[src/rtl/click_sync_responder_if.sv]
// Bundle of signals between an async click sender, the synchronous
// responder and its valid/ready consumer.
// Optional statistics signals exist only when CLICK_SYNC_STATS_EN is defined.
interface click_sync_responder_if #(
  parameter int unsigned DATA_W = 32
);
  logic              inR;
  logic              outA;
  logic [DATA_W-1:0] inData;
  logic [DATA_W-1:0] out_data;
  logic              out_valid;
  logic              out_ready;
  logic              proto_err;
`ifdef CLICK_SYNC_STATS_EN
  logic [15:0]       xfer_cnt;
  logic [7:0]        err_cnt;

  // Responder side
  modport slave (
    input  inR, inData, out_ready,
    output outA, out_data, out_valid, proto_err, xfer_cnt, err_cnt
  );

  // Environment side (sender + consumer)
  modport master (
    output inR, inData, out_ready,
    input  outA, out_data, out_valid, proto_err, xfer_cnt, err_cnt
  );
`else
  // Responder side
  modport slave (
    input  inR, inData, out_ready,
    output outA, out_data, out_valid, proto_err
  );

  // Environment side (sender + consumer)
  modport master (
    output inR, inData, out_ready,
    input  outA, out_data, out_valid, proto_err
  );
`endif
endinterface

[src/rtl/click_sync_responder.sv]
// Synchronous responder for a two-phase bundled-data click channel.
// Catches the sender's request, waits a bundling margin, captures the
// data word, hands it to a valid/ready consumer and returns the ack.
// Optional feature macro: CLICK_SYNC_STATS_EN adds xfer_cnt / err_cnt.
module click_sync_responder #(
  parameter int unsigned DATA_W      = 32,
  parameter int unsigned SYNC_STAGES = 2,
  parameter int unsigned SETTLE_CYC  = 1
) (
  input logic                   clk,
  input logic                   rst,
  click_sync_responder_if.slave bus
);

  typedef enum logic [1:0] {
    IDLE,
    SETTLE,
    HOLD
  } state_t;

  // The detection edge already consumes one settle cycle, so the counter
  // holds the remaining margin; a zero margin captures straight from IDLE.
  localparam bit         DIRECT   = (SETTLE_CYC == 0);
  localparam logic [3:0] LOAD_VAL = DIRECT ? 4'd0 : 4'(SETTLE_CYC - 1);

  logic [SYNC_STAGES-1:0] syncQ;
  logic                   reqS;
  logic                   reqPrev;
  logic                   ph;
  logic [3:0]             cnt;
  state_t                 state;
  logic [DATA_W-1:0]      dataQ;
  logic                   validQ;
  logic                   protoErr;
  logic                   errEvt;
  logic                   handshake;

  assign reqS = syncQ[SYNC_STAGES-1];

  // Sender toggled twice without an ack: request level fell back to ph.
  assign errEvt    = (state != IDLE) && (reqS == ph) && (reqPrev != ph);
  assign handshake = (state == HOLD) && validQ && bus.out_ready;

  assign bus.outA      = ph;
  assign bus.out_data  = dataQ;
  assign bus.out_valid = validQ;
  assign bus.proto_err = protoErr;

  // Request synchronizer into the clk domain
  always_ff @(posedge clk or posedge rst) begin
    if (rst) begin
      syncQ <= '0;
    end else begin
      syncQ <= {syncQ[SYNC_STAGES-2:0], bus.inR};
    end
  end

  // Transfer FSM: detect, settle, capture, hold until consumed, ack
  always_ff @(posedge clk or posedge rst) begin
    if (rst) begin
      state    <= IDLE;
      ph       <= 1'b0;
      cnt      <= '0;
      dataQ    <= '0;
      validQ   <= 1'b0;
      protoErr <= 1'b0;
      reqPrev  <= 1'b0;
    end else begin
      reqPrev <= reqS;
      if (errEvt) begin
        protoErr <= 1'b1;
      end
      case (state)
        IDLE: begin
          if (reqS != ph) begin
            if (DIRECT) begin
              dataQ  <= bus.inData;
              validQ <= 1'b1;
              state  <= HOLD;
            end else begin
              cnt   <= LOAD_VAL;
              state <= SETTLE;
            end
          end
        end
        SETTLE: begin
          if (cnt == '0) begin
            dataQ  <= bus.inData;
            validQ <= 1'b1;
            state  <= HOLD;
          end else begin
            cnt <= cnt - 4'd1;
          end
        end
        HOLD: begin
          if (handshake) begin
            validQ <= 1'b0;
            ph     <= ~ph;
            state  <= IDLE;
          end
        end
        default: begin
          state <= IDLE;
        end
      endcase
    end
  end

`ifdef CLICK_SYNC_STATS_EN
  logic [15:0] xferCnt;
  logic [7:0]  errCnt;

  assign bus.xfer_cnt = xferCnt;
  assign bus.err_cnt  = errCnt;

  // Transfer counter wraps, error counter saturates
  always_ff @(posedge clk or posedge rst) begin
    if (rst) begin
      xferCnt <= '0;
      errCnt  <= '0;
    end else begin
      if (handshake) begin
        xferCnt <= xferCnt + 16'd1;
      end
      if (errEvt && (errCnt != '1)) begin
        errCnt <= errCnt + 8'd1;
      end
    end
  end
`endif

endmodule

[src/flat_wrapper.sv]
// flat-port wrapper written by rule: the top's interface ports become plain ports
module click_sync_responder_flat 
#(
  parameter int unsigned DATA_W      = 32,
  parameter int unsigned SYNC_STAGES = 2,
  parameter int unsigned SETTLE_CYC  = 1
)
  (clk, rst, bus_inR, bus_inData, bus_out_ready, bus_outA, bus_out_data, bus_out_valid, bus_proto_err);
  click_sync_responder_if #(.DATA_W(DATA_W)) bus_i ();
  input logic clk;
  input logic rst;
  input wire logic [$bits(bus_i.inR)-1:0] bus_inR;
  input wire logic [$bits(bus_i.inData)-1:0] bus_inData;
  input wire logic [$bits(bus_i.out_ready)-1:0] bus_out_ready;
  output wire logic [$bits(bus_i.outA)-1:0] bus_outA;
  output wire logic [$bits(bus_i.out_data)-1:0] bus_out_data;
  output wire logic [$bits(bus_i.out_valid)-1:0] bus_out_valid;
  output wire logic [$bits(bus_i.proto_err)-1:0] bus_proto_err;
  assign bus_i.inR = bus_inR;
  assign bus_i.inData = bus_inData;
  assign bus_i.out_ready = bus_out_ready;
  assign bus_outA = bus_i.outA;
  assign bus_out_data = bus_i.out_data;
  assign bus_out_valid = bus_i.out_valid;
  assign bus_proto_err = bus_i.proto_err;
  click_sync_responder #(.DATA_W(DATA_W), .SYNC_STAGES(SYNC_STAGES), .SETTLE_CYC(SETTLE_CYC)) u_core (.clk(clk), .rst(rst), .bus(bus_i));
endmodule
[config.mk]
export PLATFORM = sky130hd
export DESIGN_NAME = click_sync_responder_flat
export DESIGN_NICKNAME = d
export VERILOG_FILES = /design/src/rtl/click_sync_responder_if.sv /design/src/rtl/click_sync_responder.sv /design/src/flat_wrapper.sv
export SDC_FILE = /design/constraint.sdc
export NUM_CORES = 1
export LEC_CHECK = 0
export BUFFER_PORTS_ARGS = -buffer_cell sky130_fd_sc_hd__buf_2
export CELL_PAD_IN_SITES_DETAIL_PLACEMENT = 1
export CELL_PAD_IN_SITES_GLOBAL_PLACEMENT = 1
export CORE_MARGIN = 5
export CORE_UTILIZATION = 40
export CTS_BUF_LIST = sky130_fd_sc_hd__clkbuf_16
export CTS_CLUSTER_DIAMETER = 100
export DETAILED_ROUTE_END_ITERATION = 8
export PLACE_DENSITY_LB_ADDON = 0.1
export SLEW_MARGIN = 40
export SYNTH_ARGS = -nofsm -noshare
export SYNTH_HDL_FRONTEND = slang
export SYNTH_SLANG_ARGS = --single-unit
export TNS_END_PERCENT = 50
[constraint.sdc]
create_clock -name clk -period 3.8 [get_ports clk]
set_input_delay 0.57 -clock clk [delete_from_list [all_inputs] [get_ports clk]]
set_output_delay 0.57 -clock clk [all_outputs]
set_load 0.01 [all_outputs]
==> results.toml, run 1 <==
[global_routing]
gr-total-overflow = 0
grt_pass1_vias = 1419
grt_pass1_wl_mm = 7.02
grt_max_degree = 45
grt.total_usage_pct = 14.5
antenna_found_initial = 0

[drt]
routed.top_layer = "met4"
met1_length_mm = 1.67
drc = 0
vias = 1277
avgRoutedWirePerCell_um = 16.1
ant_nets = 0
wl_mm = 4.11
met3WireLength_um = 384
routed-wl-met2_mm = 2.03
dr.pass1.iters = 4
viasPerCell = 4.99
drt_iter0_drc = 32

[die]
start_util_pct = 41.6
num_rows = 24
die_area_um2 = 6010
die_w_um = 77.6
ioPinCount = 71
design.core.area_um2 = 4380
chipHeight_um = 77.6

[logic_synthesis]
synth_top_area_cell = "dfrtp_1"
netlist.area_leader.share_pct = 60.3
ys.flop_type = "dfrtp_1"
yosysMostFrequentCell = "dfrtp_1"
muxShareOfSynthArea_pct = 20.3
synth_edf_count = 0
synth_compound_area_share_pct = 5.07
synth_top_family_by_area = "multiplexers"
synthTopCellsByCount = "44 x dfrtp_1, 32 x mux2_2, 7 x inv_1"
syn_avg_cell_area_um2 = 14.2
synth_fa_ha_area_share_pct = 3.43
synth.cell_area_um2 = 1830
synthSimpleGateAreaFrac_pct = 6.51
yosysSeqAreaShare_pct = 60.3
synthTopCellsByArea = "dfrtp_1 60%, mux2_2 20%, ha_1 3.4%, buf_6 2.5%, o21ai_0 1.6%"
synth_xor_area_share_pct = 0.480
ys_seq_elements = 44
syn_inst = 129
yosysWarnings = 0
synth.distinct_cells = 25
synth_nets = 170
async_flop_share_pct = 100

[cells_and_area]
register_area_um2 = 1100
final_area_um2 = 2340
nFillCells = 490
drive_above_1_share_pct = 54.9
postLayoutCoreUtil_pct = 53.5
antennaDiodeCount = 0
multi_input_area_um2 = 653
area_growth_pct = 28.4
fin_nets = 244

[timing]
fmax_mhz = 517
worstMarginPinSlew_ns = 0.598
period_share_pct = 50.9
fin_skew_ns = 0.00316
timing.slew.headroom_pct = 59.7
layout_min_cycle_time_ns = 1.93
tns_ns = 0
fin_ws_ns = 1.87
hold_viol = 0
finalSetupViolCount = 0
rsz0062_at_grt = "no"
drv_slew = 0

[power_and_ir_drop]
p_leak_nw = 1.15
vdd_drop_max_mv = 0.364
power_density_nw_per_um2 = 846

[clocking]
post_cts_buffers = 0
root_buffer = "clkbuf_16"
clkTransAtPathRegs_ns = 0.06
cts_hold_buf = 0
clk-insertion-delay-late_ns = 0.28
cts_num_sinks = 44
numCtsBuffers = 5
cts_max_level = 2
tritoncts = "yes"
clockBufferDepth = 2
cts_resized = 0

[worst_hold_path]
hold_path.class = "flip-flop to flip-flop"
min_from = "u_core.syncQ[0]"
hold_end = "u_core.syncQ[1]"
min_path_cells = 0

[worst_setup_path]
cp_max_fo = 33
r2r_end = "u_core.bus.out_data[22]"
worstSetupEndpointType = "flip-flop"
rrSetupSlack_ns = 1.87
startpoint_type = "flip-flop"
worst-setup-path-type = "flip-flop to flip-flop"
required_ns = 3.96
ff2ff_path_depth = 5
regToRegStartpoint = "u_core.cnt[0]"
worstPathArrival_ns = 2.10

[place]
placed_area_um2 = 2200
gp_congestion = 0.822
dp_hpwl_mm = 3.12
dp_slack_ns = 1.85
numPortBuffers = 70

[status]
status = "finished, final reports clean"

[job]
maxCapViolations = 0
## flip-flops by register name, indices dropped and copies added (netlist names)
| signal | cells |
|---|---|
| u_core.bus.outA | 1 |
| u_core.syncQ | 2 |
| u_core.bus.out_valid | 1 |
| u_core.bus.out_data | 32 |
| u_core.state | 2 |
| u_core.bus.proto_err | 1 |
| u_core.reqPrev | 1 |
| u_core.cnt | 4 |
## power breakdown
part	leakage (nW)	internal, W	total (W)	switching (W)
Sequential	0.522	0.000672	0.000781	0.000109
Combinational	0.555	0.000409	0.000794	0.000385
Clock	0.0687	0.000239	0.000407	0.000168
Total	1.15	0.00132	0.00198	0.000662
## worst max-delay path by stage
stage	start	end	cells after the start
detailed placement	u_core.cnt[0]	u_core.bus.out_data[1]	5
finish	u_core.cnt[0]	u_core.bus.out_data[22]	5
global route	u_core.cnt[0]	u_core.bus.out_data[1]	5
floorplan	u_core.cnt[0]	u_core.cnt[0]	7
CTS	u_core.cnt[0]	u_core.bus.out_data[1]	5
global placement	u_core.cnt[0]	u_core.bus.out_data[7]	5
## per-stage QoR
stage	power, W	hold WS [ns]	std cells
5_1_grt	0.00213	0.363	256
4_1_cts	0.00202	0.358	256
6_report	0.00198	0.355	256
2_1_floorplan	0.00133	0.331	129
3_3_place_gp	0.00156	0.331	248
3_5_place_dp	0.00161	0.340	248
## critical path: stages, from the launching register on
cell	delay, ns
dfrtp_1	0.40
inv_1	0.09
ha_1	0.17
nor3b_2	0.28
and2_4	0.47
mux2_2	0.39
## layout by cell type, fill, tap and decap left out, drive strengths merged
cell      netlist  routed
o21bai          1       1
inv             7       7
mux2i           1       1
clkinv          0       2
dfrtp          44      44
nor3            3       3
nand2           4       4
buf             4      71
nand4b          1       1
nor2            3       3
nand2b          1       1
clkbuf          0       5
nor3b           1       1
clkinvlp        0       1
mux2           32      32
a31oi           4       4
ha              5       5
o21a            1       1
nand3b          1       1
or3             2       2
o21ai           6       6
a21o            2       2
a22oi           1       1
nand3           2       2
xnor2           1       1
and2            2       2
## cells by family (layout without fill, tap and decap cells)
group,Yosys count,count (layout)
buf+inv,11,86
fa+ha+maj,5,5
simple gates,20,20
xor+xnor,1,1
flops,44,44
mux,33,33
compound gates,15,15
## metal layers
| layer | vias to the layer above | track usage [%] |
|---|---|---|
| met5 | - | 0 |
| met4 | 0 | 4.64 |
| met3 | 4 | 6.13 |
| met2 | 53 | 24.0 |
| met1 | 625 | 16.9 |
| li1 | 595 | - |
## cell type report
class / instances / area share [%]
sequential: 44 / 47.0
timing repair buffer: 71 / 15.3
clock buffer: 5 / 5.34
multi-input combinational: 74 / 27.9
tap: 52 / 2.78
clock inverter: 3 / 0.641
inverter: 7 / 1.12
Note: power is estimated with default switching activity, not from simulation.
==> inputs of run 2 (changes only) <==
--- a/config.mk
+++ b/config.mk
@@ -5,11 +5,12 @@
 export SDC_FILE = /design/constraint.sdc
 export NUM_CORES = 1
 export LEC_CHECK = 0
+export ABC_AREA = 1
 export BUFFER_PORTS_ARGS = -buffer_cell sky130_fd_sc_hd__buf_2
 export CELL_PAD_IN_SITES_DETAIL_PLACEMENT = 1
 export CELL_PAD_IN_SITES_GLOBAL_PLACEMENT = 1
 export CORE_MARGIN = 5
-export CORE_UTILIZATION = 40
+export CORE_UTILIZATION = 32
 export CTS_BUF_LIST = sky130_fd_sc_hd__clkbuf_16
 export CTS_CLUSTER_DIAMETER = 100
 export DETAILED_ROUTE_END_ITERATION = 8
==> constraint.sdc (replaced) <==
create_clock -name clk -period 1.6 [get_ports clk]
set_input_delay 0.24 -clock clk [delete_from_list [all_inputs] [get_ports clk]]
set_output_delay 0.24 -clock clk [all_outputs]
set_load 0.01 [all_outputs]
==> results.toml, run 2 <==
[logic_synthesis]
synth_compound_area_share_pct = 11.4
async_flop_share_pct = 100
synthTopCellsByCount = "61 x nand2_1, 44 x dfrtp_1, 43 x inv_1"
ys_seq_elements = 44
netlist.area_leader.share_pct = 56.1
synth_top_family_by_area = "simple AND/OR/NAND/NOR gates"
synthTopCellsByArea = "dfrtp_1 56%, nand2_1 12%, inv_1 8.2%, o21ai_2 5.4%, o21ai_1 4.6%"
ys.flop_type = "dfrtp_1"
synth_xor_area_share_pct = 0.893
yosysWarnings = 0
syn_inst = 215
muxShareOfSynthArea_pct = 0
synthSimpleGateAreaFrac_pct = 16.9
synth_edf_count = 0
syn_avg_cell_area_um2 = 9.13
synth_fa_ha_area_share_pct = 3.19
yosysMostFrequentCell = "nand2_1"
synth.distinct_cells = 20
yosysSeqAreaShare_pct = 56.1
synth_nets = 256
synth_top_area_cell = "dfrtp_1"
synth.cell_area_um2 = 1960

[clocking]
clockBufferDepth = 2
cts_num_sinks = 44
post_cts_buffers = 0
clkTransAtPathRegs_ns = 0.06
root_buffer = "clkbuf_16"
tritoncts = "yes"
clk-insertion-delay-late_ns = 0.28
numCtsBuffers = 5
cts_max_level = 2

[worst_setup_path]
regToRegStartpoint = "u_core.state[1]"
worst-setup-path-type = "flip-flop to flip-flop"
worstPathArrival_ns = 1.66
startpoint = "u_core.state[1]"
startpoint_type = "flip-flop"
cpLargestDelayFamily = "simple AND/OR/NAND/NOR gates"
crit_buf_inv = 3
cp.depth = 9
r2r_end = "u_core.cnt[1]"
rrSetupSlack_ns = 0.16
cp_max_fo = 4
required_ns = 1.82
worstSetupEndpointType = "flip-flop"
ff2ff_path_depth = 9
crit_chain = "inv_1 > ha_1 > buf_4 > inv_1 > nand2_1 > nand2_2 > nor2_4 > nand2_1 > nand2_1"
crit_path_max_incr_delay_ns = 0.40
critPathSlowestCell = "dfrtp_1"
critPathCapture = "u_core.cnt[1]"
cpMostUsedCell = "nand2_1"

[power_and_ir_drop]
switching_share_pct = 38.7
finalPower_w = 0.00514
power_density_nw_per_um2 = 1970
intPower_w = 0.00315
p_sw_w = 0.00199
seq_power_share_pct = 36.3
vdd_drop_max_mv = 0.730
p_clk_share_pct = 19.1
combPwrFrac_pct = 44.6
p_leak_nw = 1.49

[place]
numPortBuffers = 70
dp_hpwl_mm = 3.46
dp_slack_ns = 0.0987
placed_area_um2 = 2440
gp_congestion = 0.755

[status]
status = "finished, final reports clean"

[cells_and_area]
fin_nets = 334
drive_above_1_share_pct = 34.4
final_area_um2 = 2600
postLayoutCoreUtil_pct = 43.7
area_growth_pct = 32.6
final_cell_mix = "70 x buf_2, 61 x nand2_1, 44 x dfrtp_1, 43 x inv_1, 18 x o21ai_1"
largest_reg_flops = 32
antennaDiodeCount = 0
final_common_cell = "buf_2"

[global_routing]
gr-total-overflow = 0
grt_pass1_wl_mm = 7.78
grt_pass1_vias = 1695
grt.total_usage_pct = 12.9
grt_max_degree = 45
antenna_found_initial = 0

[drt]
vias = 1567
wl_mm = 4.43
ant_nets = 0
drt_iter0_drc = 47
drc = 0
avgRoutedWirePerCell_um = 12.0
viasPerCell = 4.25
dr.pass1.iters = 2

[worst_hold_path]
min_from = "bus_inR"
hold_path.class = "input port to flip-flop"

[die]
die_area_um2 = 7800
design.core.area_um2 = 5960
num_rows = 28
chipHeight_um = 88.3
die_w_um = 88.3
ioPinCount = 71
start_util_pct = 32.9

[timing]
layout_min_cycle_time_ns = 1.44
finalSetupViolCount = 0
worstMarginPinSlew_ns = 0.240
fin_skew_ns = 0.00477
timing.slew.headroom_pct = 84.0
rsz0062_at_grt = "no"
hold_viol = 0
fin_ws_ns = 0.159
period_share_pct = 90.0
drv_slew = 0
fmax_mhz = 694
tns_ns = 0

[job]
maxCapViolations = 0
==> run 2: changes by cell type in the layout (fill, tap and decap cells not counted), moves of 3 or more <==
cell	change
nand2_1	+57
mux2_2	-32
nor3_1	-3
inv_1	+36
o21ai_2	+12
nor2_1	+4
buf_12	+4
a31oi_1	-4
o21ai_1	+18
==> run 2: worst min-delay path by stage <==
stage / end / cells past startpoint
floorplan: u_core.syncQ[0] / 0
global placement: u_core.bus.out_data[5] / 3
detailed placement: u_core.bus.out_data[5] / 3
CTS: u_core.syncQ[0] / 1
global route: u_core.syncQ[0] / 1
finish: u_core.syncQ[0] / 1
==> run 2: worst register-to-register path, stage by stage (launching register included) <==
cell	delay (ns)
dfrtp_1	0.40
inv_1	0.09
ha_1	0.22
buf_4	0.15
inv_1	0.07
nand2_1	0.12
nand2_2	0.08
nor2_4	0.13
nand2_1	0.07
nand2_1	0.06
==> run 2: power by group through the flow <==
stage	clock, W	sequential, W	combinational, W
6_report	0.000980	0.00187	0.00229
5_1_grt	0.00106	0.00195	0.00262
4_1_cts	0.00102	0.00188	0.00234
3_5_place_dp	0	0.00189	0.00233
3_3_place_gp	0	0.00189	0.00227
2_1_floorplan	0	0.00207	0.00129
==> run 2: cell type report <==
cell class	instances	area, um2
fillers	741	3350
repair buffers	78	463
clock buffers	5	125
flip-flops and latches	44	1100
multi-input cells	121	642
well taps	75	93.8
clock inverters	3	15.0
inverters	43	161
==> run 2: cells by family after synthesis <==
logic type	after synthesis
fa+ha+maj	5
simple gates	79
xor+xnor	2
buf+inv	50
compound gates	35
flops	44
==> run 2: repair_timing <==
item | CTS | global route
hold buffers | 1 | 0
resized for setup | 0 | 1
hold endpoints to repair | 44 | 0
endpoints found under the setup margin | 0 | 17
==> run 2: per-stage QoR <==
stage,cells,hold WS (ns)
after floorplan,215,0.271
after global placement,360,0.299
after detailed placement,360,0.298
after CTS,369,0.0556
after global routing,369,0.0544
final,369,0.0612
==> run 2: metal layers <==
metal / vias up / routed length [um] / global-route usage [%]
li1: 802 / - / -
met1: 715 / 2000 / 15.8
met2: 42 / 2080 / 21.7
met3: 8 / 290 / 4.19
met4: 0 / 61 / 4.12
met5: - / 0 / 0
==> inputs of run 3 (changes only) <==
--- a/config.mk
+++ b/config.mk
@@ -15,7 +15,7 @@
 export CTS_CLUSTER_DIAMETER = 100
 export DETAILED_ROUTE_END_ITERATION = 8
 export PLACE_DENSITY_LB_ADDON = 0.1
-export SLEW_MARGIN = 40
+export SLEW_MARGIN = 25
 export SYNTH_ARGS = -nofsm -noshare
 export SYNTH_HDL_FRONTEND = slang
 export SYNTH_SLANG_ARGS = --single-unit
==> constraint.sdc (replaced) <==
create_clock -name clk -period 1.6 [get_ports clk]
set_input_delay 0.48 -clock clk [delete_from_list [all_inputs] [get_ports clk]]
set_output_delay 0.48 -clock clk [all_outputs]
set_load 0.01 [all_outputs]
==> results.toml, run 3 (synthesis gave the netlist of run 2 again) <==
[status]
status = "finished, final reports clean"

[die]
die_area_um2 = 7800
design.core.area_um2 = 5960
num_rows = 28
chipHeight_um = 88.3
die_w_um = 88.3
start_util_pct = 32.9
ioPinCount = 71

[timing]
fin_skew_ns = 0.00412
fmax_mhz = 686
finalHoldWorstSlack_ns = 0.220
finalSetupViolCount = 0
worstMarginPinSlew_ns = 0.251
hold_viol = 0
period_share_pct = 91.1
drv_slew = 0
timing.slew.headroom_pct = 83.2
layout_min_cycle_time_ns = 1.46
tns_ns = 0
rsz0062_at_grt = "no"

[place]
numPortBuffers = 70
placed_area_um2 = 2440
gp_congestion = 0.756
dp_hpwl_mm = 3.46

[cells_and_area]
antennaDiodeCount = 0
postLayoutCoreUtil_pct = 43.8
drive_above_1_share_pct = 35.1
final_cell_mix = "70 x buf_2, 61 x nand2_1, 44 x dfrtp_1, 42 x inv_1, 18 x o21ai_1"
area_growth_pct = 33.0
largest_reg_flops = 32
fin_nets = 333
final_area_um2 = 2610
final_common_cell = "buf_2"

[drt]
drt_iter0_drc = 30
drc = 0
wl_mm = 4.57
vias = 1566
dr.pass1.iters = 4
ant_nets = 0
avgRoutedWirePerCell_um = 12.5
viasPerCell = 4.28

[clocking]
clk-insertion-delay-late_ns = 0.28
clkTransAtPathRegs_ns = 0.06
root_buffer = "clkbuf_16"
cts_max_level = 2
numCtsBuffers = 5
tritoncts = "yes"
clockBufferDepth = 2
post_cts_buffers = 0
cts_num_sinks = 44

[worst_setup_path]
required_ns = 1.77
crit_buf_inv = 3
worstPathArrival_ns = 1.62
worst-setup-path-type = "flip-flop to flip-flop"
cp_max_fo = 4
crit_chain = "inv_1 > ha_2 > buf_4 > inv_1 > nand2_1 > nand3_2 > nand2_1 > nand2_1"
crit_path_max_incr_delay_ns = 0.41
startpoint_type = "flip-flop"
cpLargestDelayFamily = "simple AND/OR/NAND/NOR gates"
critPathSlowestCell = "dfrtp_1"
worstSetupEndpointType = "flip-flop"
cpMostUsedCell = "nand2_1"

[global_routing]
grt_pass1_wl_mm = 7.87
grt_pass1_vias = 1735
antenna_found_initial = 0
grt.total_usage_pct = 12.9
grt_max_degree = 45
gr-total-overflow = 0

[power_and_ir_drop]
p_leak_nw = 1.49
vdd_drop_max_mv = 0.734
power_density_nw_per_um2 = 2030

[worst_hold_path]
hold_path.class = "input port to async pin"

[job]
maxCapViolations = 0
==> run 3: cell types whose count changed in the layout (fill, tap and decap cells not counted), sizes merged <==
cell         change
clkinv           -1
inv              -1
clkinvlp         -1
bufinv           +1
dlygate4sd3      -1
==> run 3: tightest hold or removal path, cell delays in order <==
cell	delay [ns]
buf_2	0.10
inv_2	0.06
buf_12	0.23
==> run 3: layer usage <==
layer	track usage [%]	vias up	part of all wire (%)
met4	2.88	0	0.85
met3	3.72	4	6.3
met1	16.2	719	45
met2	22.1	40	48
met5	0	-	0
li1	-	803	-
==> run 3: path summary, 6_finish.rpt <==
path | cells after the start | slack (ns) | startpoint | end
max | 8 | 0.14 | u_core.state[1] | u_core.cnt[0]
min | 3 | 0.22 | rst | u_core.bus.out_data[5]
max reg2reg | 8 | 0.14 | u_core.state[1] | u_core.cnt[0]
min reg2reg | 0 | 0.35 | u_core.syncQ[0] | u_core.syncQ[1]
max in group asynchronous | 3 | 1.15 | rst | u_core.bus.out_data[13]
min in group clk | 1 | 0.31 | bus_inR | u_core.syncQ[0]
==> run 3: power by group <==
part           internal [W]  total, W  switching [W]
logic              0.000980   0.00231        0.00133
clock network      0.000719   0.00112       0.000399
registers           0.00160   0.00187       0.000265
total               0.00330   0.00530        0.00200
==> run 3: timing repair <==
item	in CTS	in global routing
hold buffers	0	0
setup endpoints to repair	0	25
hold endpoints to repair	0	0
resized for setup	0	2
==> run 3: cell type report <==
cell class / instances / area [um2]
well taps: 75 / 93.8
flip-flops and latches: 44 / 1100
repair buffers: 77 / 453
clock buffers: 5 / 125
clock inverters: 1 / 30.0
inverters: 43 / 161
multi-input cells: 121 / 644
fillers: 728 / 3350
==> run 3: metrics by stage <==
stage          total power [W]  instances  worst slack (ns)
3_5_place_dp           0.00423        360            0.0744
4_1_cts                0.00539        366            0.0600
2_1_floorplan          0.00336        215            0.0889
3_3_place_gp           0.00417        360            0.0903
6_report               0.00530        366             0.143
5_1_grt                0.00580        366           0.00856
